**src/rtl/crack_sched.sv**
```systemverilog
`default_nettype none
// ============================================================================
// Module   : crack_sched
// Purpose  : Two-core ARC4 key-search scheduler (even/odd key split) with a
//            round-robin arbiter for the shared ciphertext memory port.
// Revision : 1.0
// ============================================================================
module crack_sched #(
    parameter int KEY_W = 24,
    parameter int CT_AW = 8
) (
    input  logic             clk,
    input  logic             rst_n,
    input  logic             en,
    output logic             rdy,
    output logic [KEY_W-1:0] key,
    output logic             key_valid,

    output logic             c0_en,
    input  logic             c0_rdy,
    output logic [KEY_W-1:0] c0_start_key,
    output logic             c0_abort,
    input  logic [KEY_W-1:0] c0_key,
    input  logic             c0_key_valid,
    input  logic             c0_ct_req,
    input  logic [CT_AW-1:0] c0_ct_addr,
    output logic             c0_ct_gnt,
    output logic             c0_ct_rvalid,

    output logic             c1_en,
    input  logic             c1_rdy,
    output logic [KEY_W-1:0] c1_start_key,
    output logic             c1_abort,
    input  logic [KEY_W-1:0] c1_key,
    input  logic             c1_key_valid,
    input  logic             c1_ct_req,
    input  logic [CT_AW-1:0] c1_ct_addr,
    output logic             c1_ct_gnt,
    output logic             c1_ct_rvalid,

    output logic [7:0]       ct_rddata_o,
    output logic [CT_AW-1:0] ct_addr,
    input  logic [7:0]       ct_rddata
);

    localparam logic [1:0] S_IDLE   = 2'd0;
    localparam logic [1:0] S_LAUNCH = 2'd1;
    localparam logic [1:0] S_RUN    = 2'd2;
    localparam logic [1:0] S_STOP   = 2'd3;

    logic [1:0]       r_state;
    logic             r_first;
    logic             r_fin0;
    logic             r_fin1;
    logic             r_en;
    logic             r_abort0;
    logic             r_abort1;
    logic [KEY_W-1:0] r_key;
    logic             r_key_valid;

    logic             r_gnt0;
    logic             r_gnt1;
    logic             r_rvalid0;
    logic             r_rvalid1;
    logic             r_rr_ptr;
    logic [CT_AW-1:0] r_ct_addr;
    logic [7:0]       r_rddata;

    logic w_done0;
    logic w_done1;
    logic w_win0;
    logic w_win1;
    logic w_fin0_nx;
    logic w_fin1_nx;
    logic w_elig0;
    logic w_elig1;
    logic w_pick0;
    logic w_pick1;

    // Cores still show rdy=1 in the first RUN cycle, so that sample is masked.
    assign w_done0   = (r_state == S_RUN) && !r_first && !r_fin0 && c0_rdy;
    assign w_done1   = (r_state == S_RUN) && !r_first && !r_fin1 && c1_rdy;
    assign w_win0    = w_done0 && c0_key_valid;
    assign w_win1    = w_done1 && c1_key_valid && !w_win0;
    assign w_fin0_nx = r_fin0 | w_done0;
    assign w_fin1_nx = r_fin1 | w_done1;

    always_ff @(posedge clk or negedge rst_n) begin
        if (!rst_n) begin
            r_state     <= S_IDLE;
            r_first     <= 1'b0;
            r_fin0      <= 1'b0;
            r_fin1      <= 1'b0;
            r_en        <= 1'b0;
            r_abort0    <= 1'b0;
            r_abort1    <= 1'b0;
            r_key       <= '0;
            r_key_valid <= 1'b0;
        end else begin
            r_en <= 1'b0;
            case (r_state)
                S_IDLE: begin
                    if (en) begin
                        r_key       <= '0;
                        r_key_valid <= 1'b0;
                        r_state     <= S_LAUNCH;
                    end
                end
                S_LAUNCH: begin
                    if (c0_rdy && c1_rdy) begin
                        r_en    <= 1'b1;
                        r_first <= 1'b1;
                        r_fin0  <= 1'b0;
                        r_fin1  <= 1'b0;
                        r_state <= S_RUN;
                    end
                end
                S_RUN: begin
                    r_first <= 1'b0;
                    r_fin0  <= w_fin0_nx;
                    r_fin1  <= w_fin1_nx;
                    if (w_win0) begin
                        r_key       <= c0_key;
                        r_key_valid <= 1'b1;
                        // Only a core still searching needs to be aborted.
                        if (!w_fin1_nx) begin
                            r_abort1 <= 1'b1;
                            r_state  <= S_STOP;
                        end else begin
                            r_state  <= S_IDLE;
                        end
                    end else if (w_win1) begin
                        r_key       <= c1_key;
                        r_key_valid <= 1'b1;
                        if (!w_fin0_nx) begin
                            r_abort0 <= 1'b1;
                            r_state  <= S_STOP;
                        end else begin
                            r_state  <= S_IDLE;
                        end
                    end else if (w_fin0_nx && w_fin1_nx) begin
                        r_key       <= '0;
                        r_key_valid <= 1'b0;
                        r_state     <= S_IDLE;
                    end
                end
                S_STOP: begin
                    if ((r_abort0 && c0_rdy) || (r_abort1 && c1_rdy)) begin
                        r_abort0 <= 1'b0;
                        r_abort1 <= 1'b0;
                        r_state  <= S_IDLE;
                    end
                end
                default: begin
                    r_state <= S_IDLE;
                end
            endcase
        end
    end

    // A core holding its grant this cycle is masked so one request is never granted twice.
    assign w_elig0 = c0_ct_req && !r_gnt0;
    assign w_elig1 = c1_ct_req && !r_gnt1;
    assign w_pick1 = w_elig1 && (!w_elig0 || r_rr_ptr);
    assign w_pick0 = w_elig0 && !w_pick1;

    always_ff @(posedge clk or negedge rst_n) begin
        if (!rst_n) begin
            r_gnt0    <= 1'b0;
            r_gnt1    <= 1'b0;
            r_rvalid0 <= 1'b0;
            r_rvalid1 <= 1'b0;
            r_rr_ptr  <= 1'b0;
            r_ct_addr <= '0;
            r_rddata  <= '0;
        end else begin
            r_gnt0    <= w_pick0;
            r_gnt1    <= w_pick1;
            r_rvalid0 <= r_gnt0;
            r_rvalid1 <= r_gnt1;
            if (w_pick0) begin
                r_ct_addr <= c0_ct_addr;
                r_rr_ptr  <= 1'b1;
            end else if (w_pick1) begin
                r_ct_addr <= c1_ct_addr;
                r_rr_ptr  <= 1'b0;
            end
            if (r_gnt0 || r_gnt1) begin
                r_rddata <= ct_rddata;
            end
        end
    end

    assign rdy          = (r_state == S_IDLE);
    assign key          = r_key;
    assign key_valid    = r_key_valid;
    assign c0_en        = r_en;
    assign c1_en        = r_en;
    assign c0_start_key = '0;
    assign c1_start_key = KEY_W'(1);
    assign c0_abort     = r_abort0;
    assign c1_abort     = r_abort1;
    assign c0_ct_gnt    = r_gnt0;
    assign c1_ct_gnt    = r_gnt1;
    assign c0_ct_rvalid = r_rvalid0;
    assign c1_ct_rvalid = r_rvalid1;
    assign ct_addr      = r_ct_addr;
    assign ct_rddata_o  = r_rddata;

endmodule
`default_nettype wire

```
**config.mk**
```make
export PLATFORM = sky130hd
export DESIGN_NAME = crack_sched
export DESIGN_NICKNAME = d
export VERILOG_FILES = /design/src/rtl/crack_sched.sv
export SDC_FILE = /design/constraint.sdc
export NUM_CORES = 1
export LEC_CHECK = 0
export CAP_MARGIN = 40
export CELL_PAD_IN_SITES_DETAIL_PLACEMENT = 1
export CELL_PAD_IN_SITES_GLOBAL_PLACEMENT = 2
export CORE_AREA = 3 3 97 169
export CTS_CLUSTER_SIZE = 14
export DETAILED_ROUTE_END_ITERATION = 12
export DIE_AREA = 0 0 100 172
export PLACE_DENSITY_LB_ADDON = 0.1
export SLEW_MARGIN = 20
export SYNTH_ARGS = -nofsm -noshare
export SYNTH_HDL_FRONTEND = slang
export SYNTH_SLANG_ARGS = --single-unit
```
**constraint.sdc**
```tcl
create_clock -name clk -period 1.5 [get_ports clk]
set_input_delay 0.225 -clock clk [delete_from_list [all_inputs] [get_ports clk]]
set_output_delay 0.225 -clock clk [all_outputs]
set_load 0.02 [all_outputs]
```
== Yosys cells after proc, flatten, opt, wreduce, memory -nomap -nowiden ==
Cells that the tools add are included.
W data, S select, Z words.

* Bits in registers: 54
* Input bits: 81
* Output and inout bits: 98
* Word-level logic and storage cells: 105

* Equality and inequality tests: 12
* Multiplexer cells: 38
* Bitwise logic cells: 2
* Reduce and logical (&&, ||, !) cells: 37

{| class="wikitable"
|+ Operators by type and width
! cell !! count
|-
| $mux W24 || 4
|-
| $pmux W24 S2 || 1
|-
| $logic_and A1 B1 Y1 || 16
|-
| $mux W1 || 16
|-
| $mux W2 || 8
|-
| $mux W8 || 2
|-
| $ne A2 B2 Y1 const B || 8
|-
| $pmux W1 S2 || 6
|-
| $logic_not A1 Y1 || 8
|-
| $pmux W2 S4 || 1
|-
| $reduce_and A4 Y1 || 2
|-
| $reduce_bool A2 Y1 || 4
|-
| $reduce_and A5 Y1 || 1
|-
| $eq A2 B2 Y1 const B || 2
|-
| $ne A4 B3 Y1 const B || 1
|-
| $logic_or A1 B1 Y1 || 3
|-
| $reduce_and A3 Y1 || 1
|-
| $eq A2 B1 Y1 const B || 1
|-
| $logic_not A2 Y1 || 1
|-
| $or A1 B1 Y1 || 2
|-
| $reduce_and A2 Y1 || 1
|}

== Logic depth before layout (Yosys ltp) ==
* Depth in word-level cells: 10
* Gate-level depth with buffers: 7
* Mapped depth without buffers: 5

== Worst setup path before layout ==
Ideal clock, no wire load.

* Path kind: register to register
* Start: register r_state[0]
* End: register r_key[10] (netlist: key[10])
* Setup time: 0.127 ns
* Arrival: 1.457 ns
* Required time: 1.373 ns
* Setup slack: -0.084 ns
* Cell stages (with the launch flop): 7
* Buffers on the path: 1
* Period minus slack after synthesis: 1.584 ns
* Cell sequence: dfrtp_1 > nor4bb_4 > nor2_1 > o211ai_2 > o211a_4 > buf_4 > o21ai_1

* Word-level cells in the longest chain between the ends: 10

{| class="wikitable"
|+ RTL lines
! element !! line !! source
|-
| from (decl) || 51 || <nowiki>logic [1:0] r_state;</nowiki>
|-
| from (signal assigned) || 90 || <nowiki>r_state <= S_IDLE;</nowiki>
|-
| from (signal assigned) || 106 || <nowiki>r_state <= S_LAUNCH;</nowiki>
|-
| from (signal assigned) || 115 || <nowiki>r_state <= S_RUN;</nowiki>
|-
| $eq A2 B2 Y1 || 81, 82, 101 ||
|-
| $logic_and A1 B1 Y1 || 81, 82 ||
|-
| $logic_and A1 B1 Y1 (2 in a row) || 81 || <nowiki>assign w_done0 = (r_state == S_RUN) && !r_first && !r_fin0 && c0_rdy;</nowiki>
|-
| $logic_and A1 B1 Y1 || 83 || <nowiki>assign w_win0 = w_done0 && c0_key_valid;</nowiki>
|-
| $logic_not A1 Y1 || 84 || <nowiki>assign w_win1 = w_done1 && c1_key_valid && !w_win0;</nowiki>
|-
| $logic_and A1 B1 Y1 || 84 ||
|-
| $mux W24 || 132 || <nowiki>end else if (w_win1) begin</nowiki>
|-
| $mux W24 || 122 || <nowiki>if (w_win0) begin</nowiki>
|-
| $pmux W24 S2 || 101 || <nowiki>case (r_state)</nowiki>
|-
| to (signal assigned) || 123 || <nowiki>r_key <= c0_key;</nowiki>
|-
| to (signal assigned) || 133 || <nowiki>r_key <= c1_key;</nowiki>
|-
| to (decl) || 58 || <nowiki>logic [KEY_W-1:0] r_key;</nowiki>
|}

Several ways; a longest one is shown, not always the timed one.
A chain may end at the register's enable or synchronous reset.

== Worst setup path in the final report ==
* Start: register r_first
* End: register r_key[10] (netlist: key[10])

* Word-level cells in the longest chain between the ends: 10

{| class="wikitable"
|+ RTL lines
! element !! line !! source
|-
| from (decl) || 52 || <nowiki>logic r_first;</nowiki>
|-
| from (signal assigned) || 91 || <nowiki>r_first <= 1'b0;</nowiki>
|-
| from (signal assigned) || 112 || <nowiki>r_first <= 1'b1;</nowiki>
|-
| from (signal assigned) || 119 || <nowiki>r_first <= 1'b0;</nowiki>
|-
| $logic_not A1 Y1 (*) || 81, 82 ||
|-
| $logic_and A1 B1 Y1 (*) || 81, 82 ||
|-
| $logic_and A1 B1 Y1 (2 in a row) || 81 ||
|-
| $logic_and A1 B1 Y1 || 83 ||
|-
| $logic_not A1 Y1 || 84 ||
|-
| $logic_and A1 B1 Y1 || 84 ||
|-
| $mux W24 || 132 ||
|-
| $mux W24 || 122 ||
|-
| $pmux W24 S2 || 101 ||
|}

Mark *: on every way between the ends. The rest lies on a longest branch, timed or not.

==> insert_results.sql <==
INSERT INTO impl_metrics (metric_group, metric, value, unit) VALUES
('run_status', 'run_status', 'finished with violations', ''),
('run_status', 'failed_checks', 'setup timing', ''),
('sta', 'rsz0062_at_grt', 'true', ''),
('global_route', 'antenna_violations_before_repair', '0', ''),
('routing', 'drt.antenna.violating_nets', '0', ''),
('routing', 'post-route-drc-count', '0', ''),
('synthesis', 'synth.top_cells.by_area', 'dfrtp_1 50%, buf_4 14%, a22oi_1 6.9%', ''),
('clocking', 'cts.sinks', '54', ''),
('synthesis', 'synth_top_area_share', '49.95', '%'),
('sta', 'slew_violations', '0', ''),
('layout', 'n_fill_cell', '1764', ''),
('clocking', 'cts_tree', 'yes', ''),
('routing', 'first_iter_violations', '85', ''),
('floorplanning', 'boundaryPins', '179', ''),
('synthesis', 'syn-instance-count', '262', ''),
('synthesis', 'post_synth_instance_area', '2705', 'um^2'),
('floorplanning', 'initial_utilization', '17.75', '%'),
('clocking', 'worst_skew_pair.late_latency', '0.29', 'ns'),
('setup_path', 'worst-path-max-fanout', '12', ''),
('clocking', 'cts-buffers-inserted', '5', ''),
('power_and_ir_drop', 'irDropWorstVdd', '0.5678', 'mV'),
('synthesis', 'yosysUniqueCellTypes', '32', ''),
('routing', 'dr.pass1.iters', '4', ''),
('place', 'hpwlAfterDp', '7438', 'um'),
('global_route', 'track_usage', '11.15', '%'),
('power_and_ir_drop', 'clkPwrFrac', '17.9', '%'),
('flow_run', 'timing.max_cap.violations', '0', ''),
('layout', 'register_area', '1354', 'um^2'),
('setup_path', 'critPathCaptureType', 'register', ''),
('place', 'post_dp_cell_area', '4205', 'um^2'),
('setup_path', 'worst_ep_arrival_time', '1.94', 'ns'),
('place', 'port_buffers', '130', ''),
('clocking', 'clockBufferDepth', '2', ''),
('setup_path', 'r2r_cells', '7', ''),
('layout', 'flow.area_growth_from_synthesis', '69.75', '%'),
('synthesis', 'synth-seq-area-share', '49.95', '%'),
('clocking', 'cts.root.buffer_cell', 'clkbuf_16', ''),
('global_route', 'first_global_vias', '2587', ''),
('floorplanning', 'die_w', '100', 'um'),
('sta', 'totalNegativeSetupSlack', '-6.512', 'ns'),
('routing', 'route.detailed.wl_per_inst', '16.29', 'um'),
('layout', 'area_of_the_multi_input_gates', '1074', 'um^2'),
('power_and_ir_drop', 'leak_pwr', '0.002312', 'uW'),
('floorplanning', 'placeableCoreArea', '15240', 'um^2'),
('power_and_ir_drop', 'netSwitchingPower', '2615', 'uW'),
('clocking', 'cts_max_level', '2', ''),
('setup_path', 'critPathRequiredTime', '1.67', 'ns'),
('global_route', 'global_route.overflow_total', '0', ''),
('synthesis', 'synth_seq_cells', '54', ''),
('sta', 'number_of_setup_violations_in_the_final_report', '29', ''),
('sta', 'final_hold_viol_count', '0', ''),
('sta', 'finalClockSkew', '0.01122', 'ns'),
('layout', 'layout.nets', '506', ''),
('clocking', 'worst_setup_hold_path_clk_slew', '0.08', 'ns'),
('sta', 'postLayoutSetupSlackWorst', '-0.2669', 'ns'),
('floorplanning', 'die_height', '172', 'um'),
('routing', 'routed_wirelength', '9972', 'um'),
('sta', 'timing.fmax', '0.5660', 'GHz'),
('global_route', 'grt_pass1_wl', '14590', 'um'),
('power_and_ir_drop', 'comb_power_share', '49.6', '%'),
('layout', 'postLayoutCellArea', '4592', 'um^2'),
('power_and_ir_drop', 'p_int', '4206', 'uW'),
('routing', 'viasPerCell', '3.920', ''),
('routing', 'dr_total_vias', '2399', ''),
('layout', 'n_antenna_cell', '0', ''),
('synthesis', 'yosys.area.top_type', 'dfrtp_1', ''),
('sta', 'final.min_clock_period', '1.767', 'ns'),
('global_route', 'maximum_number_of_pins_on_one_net_before_global_route_repair', '55', ''),
('floorplanning', 'design.die.area', '17200', 'um^2'),
('synthesis', 'synth.yosys.warnings', '0', ''),
('setup_path', 'critical_path_type', 'reg -> reg', ''),
('setup_path', 'worst_setup_path_start_kind', 'register', ''),
('min_path', 'min-delay-path-class', 'in -> async', ''),
('layout', 'ratio_of_cells_with_drive_above_1_in_the_final_layout', '19.01', '%'),
('power_and_ir_drop', 'power.density', '1485', 'nW/um^2'),
('floorplanning', 'fp-row-count', '60', ''),
('place', 'finalWeightedCongestion', '0.7025', ''),
('power_and_ir_drop', 'seq_power_share', '32.5', '%'),
('synthesis', 'syn-mean-instance-area', '10.32', 'um^2'),
('sta', 'timing.final.crit_share', '117.8', '%'),
('power_and_ir_drop', 'sw_frac_of_total', '38.34', '%');
power groups by stage:
stage	clock network [uW]	registers, uW	logic, uW
floorplan	0	2730	1110
global placement	0	2260	3230
detailed placement	0	2270	3240
CTS	1280	2240	3260
global route	1320	2300	3660
finish	1220	2220	3380
through the flow:
step / total power (uW) / instances / utilization [%] / worst slack (ns) / hold slack [ns]
global route: 7289 / 612 / 30.13 / -0.3539 / 0.4796
finish: 6821 / 612 / 30.13 / -0.2669 / 0.4435
detailed placement: 5508 / 593 / 27.59 / -0.6294 / 0.2616
floorplan: 3842 / 308 / - / -0.07797 / -0.07059
global placement: 5489 / 593 / 27.59 / -0.5713 / 0.2643
CTS: 6785 / 608 / 29.29 / -0.2721 / 0.4511
path summary, 6_finish.rpt:
path | from | end | slack (ns)
max in group asynchronous | rst_n | r_first | 0.75
worst max-delay path | r_first | key[10] | -0.27
worst min-delay path | rst_n | key[21] | 0.44
worst max register to register | r_first | key[10] | -0.27
min in group clk | c1_ct_gnt | c1_ct_rvalid | 0.44
worst min register to register | c1_ct_gnt | c1_ct_rvalid | 0.44
placed cells by master (no fill, tap or decap), types with 2 or more instances in the layout:
| cell | n |
|---|---|
| nand2_1 | 8 |
| a222oi_1 | 8 |
| dlymetal6s2s_1 | 16 |
| clkdlybuf4s50_1 | 83 |
| or3_4 | 3 |
| a22oi_1 | 25 |
| conb_1 | 48 |
| clkbuf_16 | 5 |
| nor2_4 | 5 |
| buf_4 | 28 |
| buf_6 | 6 |
| o21ai_2 | 5 |
| o21ai_1 | 20 |
| nor2_2 | 2 |
| nor2_1 | 4 |
| dfrtp_1 | 52 |
| o211ai_1 | 2 |
| buf_12 | 3 |
| inv_1 | 39 |
| mux2_2 | 8 |
| dlygate4sd2_1 | 29 |
| dfrtp_2 | 2 |
critical path, stage by stage, from the launching register on:
cell      delay [ns]
dfrtp_2         0.45
nor4bb_4        0.26
buf_4           0.19
nor2_4          0.05
o211ai_2        0.20
o211a_4         0.26
buf_12          0.15
o21ai_1         0.07
routing by layer:
layer / global-route usage [%] / vias to the layer above / wire length, um
met5: 0 / - / 0
met4: 3.402 / 0 / 99
met3: 2.261 / 7 / 692
met2: 23.32 / 107 / 6006
met1: 10.43 / 1166 / 3173
li1: - / 1119 / -
state kept, by name, summed over array words and instances (netlist names):
| signal | flops |
|---|---|
| key | 24 |
| c0_en | 1 |
| ct_rddata_o | 8 |
| r_fin0 | 1 |
| r_fin1 | 1 |
| c0_ct_rvalid | 1 |
| c0_abort | 1 |
| c1_ct_gnt | 1 |
| r_state | 2 |
| key_valid | 1 |
| c0_ct_gnt | 1 |
| r_rr_ptr | 1 |
| ct_addr | 8 |
| r_first | 1 |
| c1_ct_rvalid | 1 |
| c1_abort | 1 |
cells in the mapped netlist, drive strengths merged:
cell    instances
or3             3
a22oi          25
o211a           1
mux2            8
a21oi           3
buf            58
nor2           10
and4bb          1
nand3           2
nand4           1
and2            1
a21o            1
mux2i           1
a222oi          8
o211ai          3
a31oi           2
inv            39
nand2b          2
nand3b          1
and3b           1
nand2           8
dfrtp          54
o21ai          25
conb            2
a41o            1
nor4bb          1
final cells by class:
class	count	share of cell area, %
clock buffer	7	3.106
sequential	54	29.48
inverter	39	3.188
timing repair buffer	167	35.67
multi-input combinational	158	23.38
clock inverter	1	0.1090
tap	186	5.068
timing repair:
item	4_1_cts	5_1_grt
hold buffers	1	0
pin swaps	7	8
gates cloned	1	0
endpoints found under the setup margin	67	52
resized for setup	56	32
endpoints found under the hold margin	54	0
buffers inserted	5	4
logic make-up after synthesis:
group / Yosys count / synth area share, %
DFF: 54 / 49.95
muxes: 9 / 3.700
and+or+nand+nor: 31 / 6.707
AOI/OAI and AO/OA: 69 / 17.85
buffers and inverters: 97 / 21.51
other: 2 / 0.2776
Power figures use the tool's default switching activity.
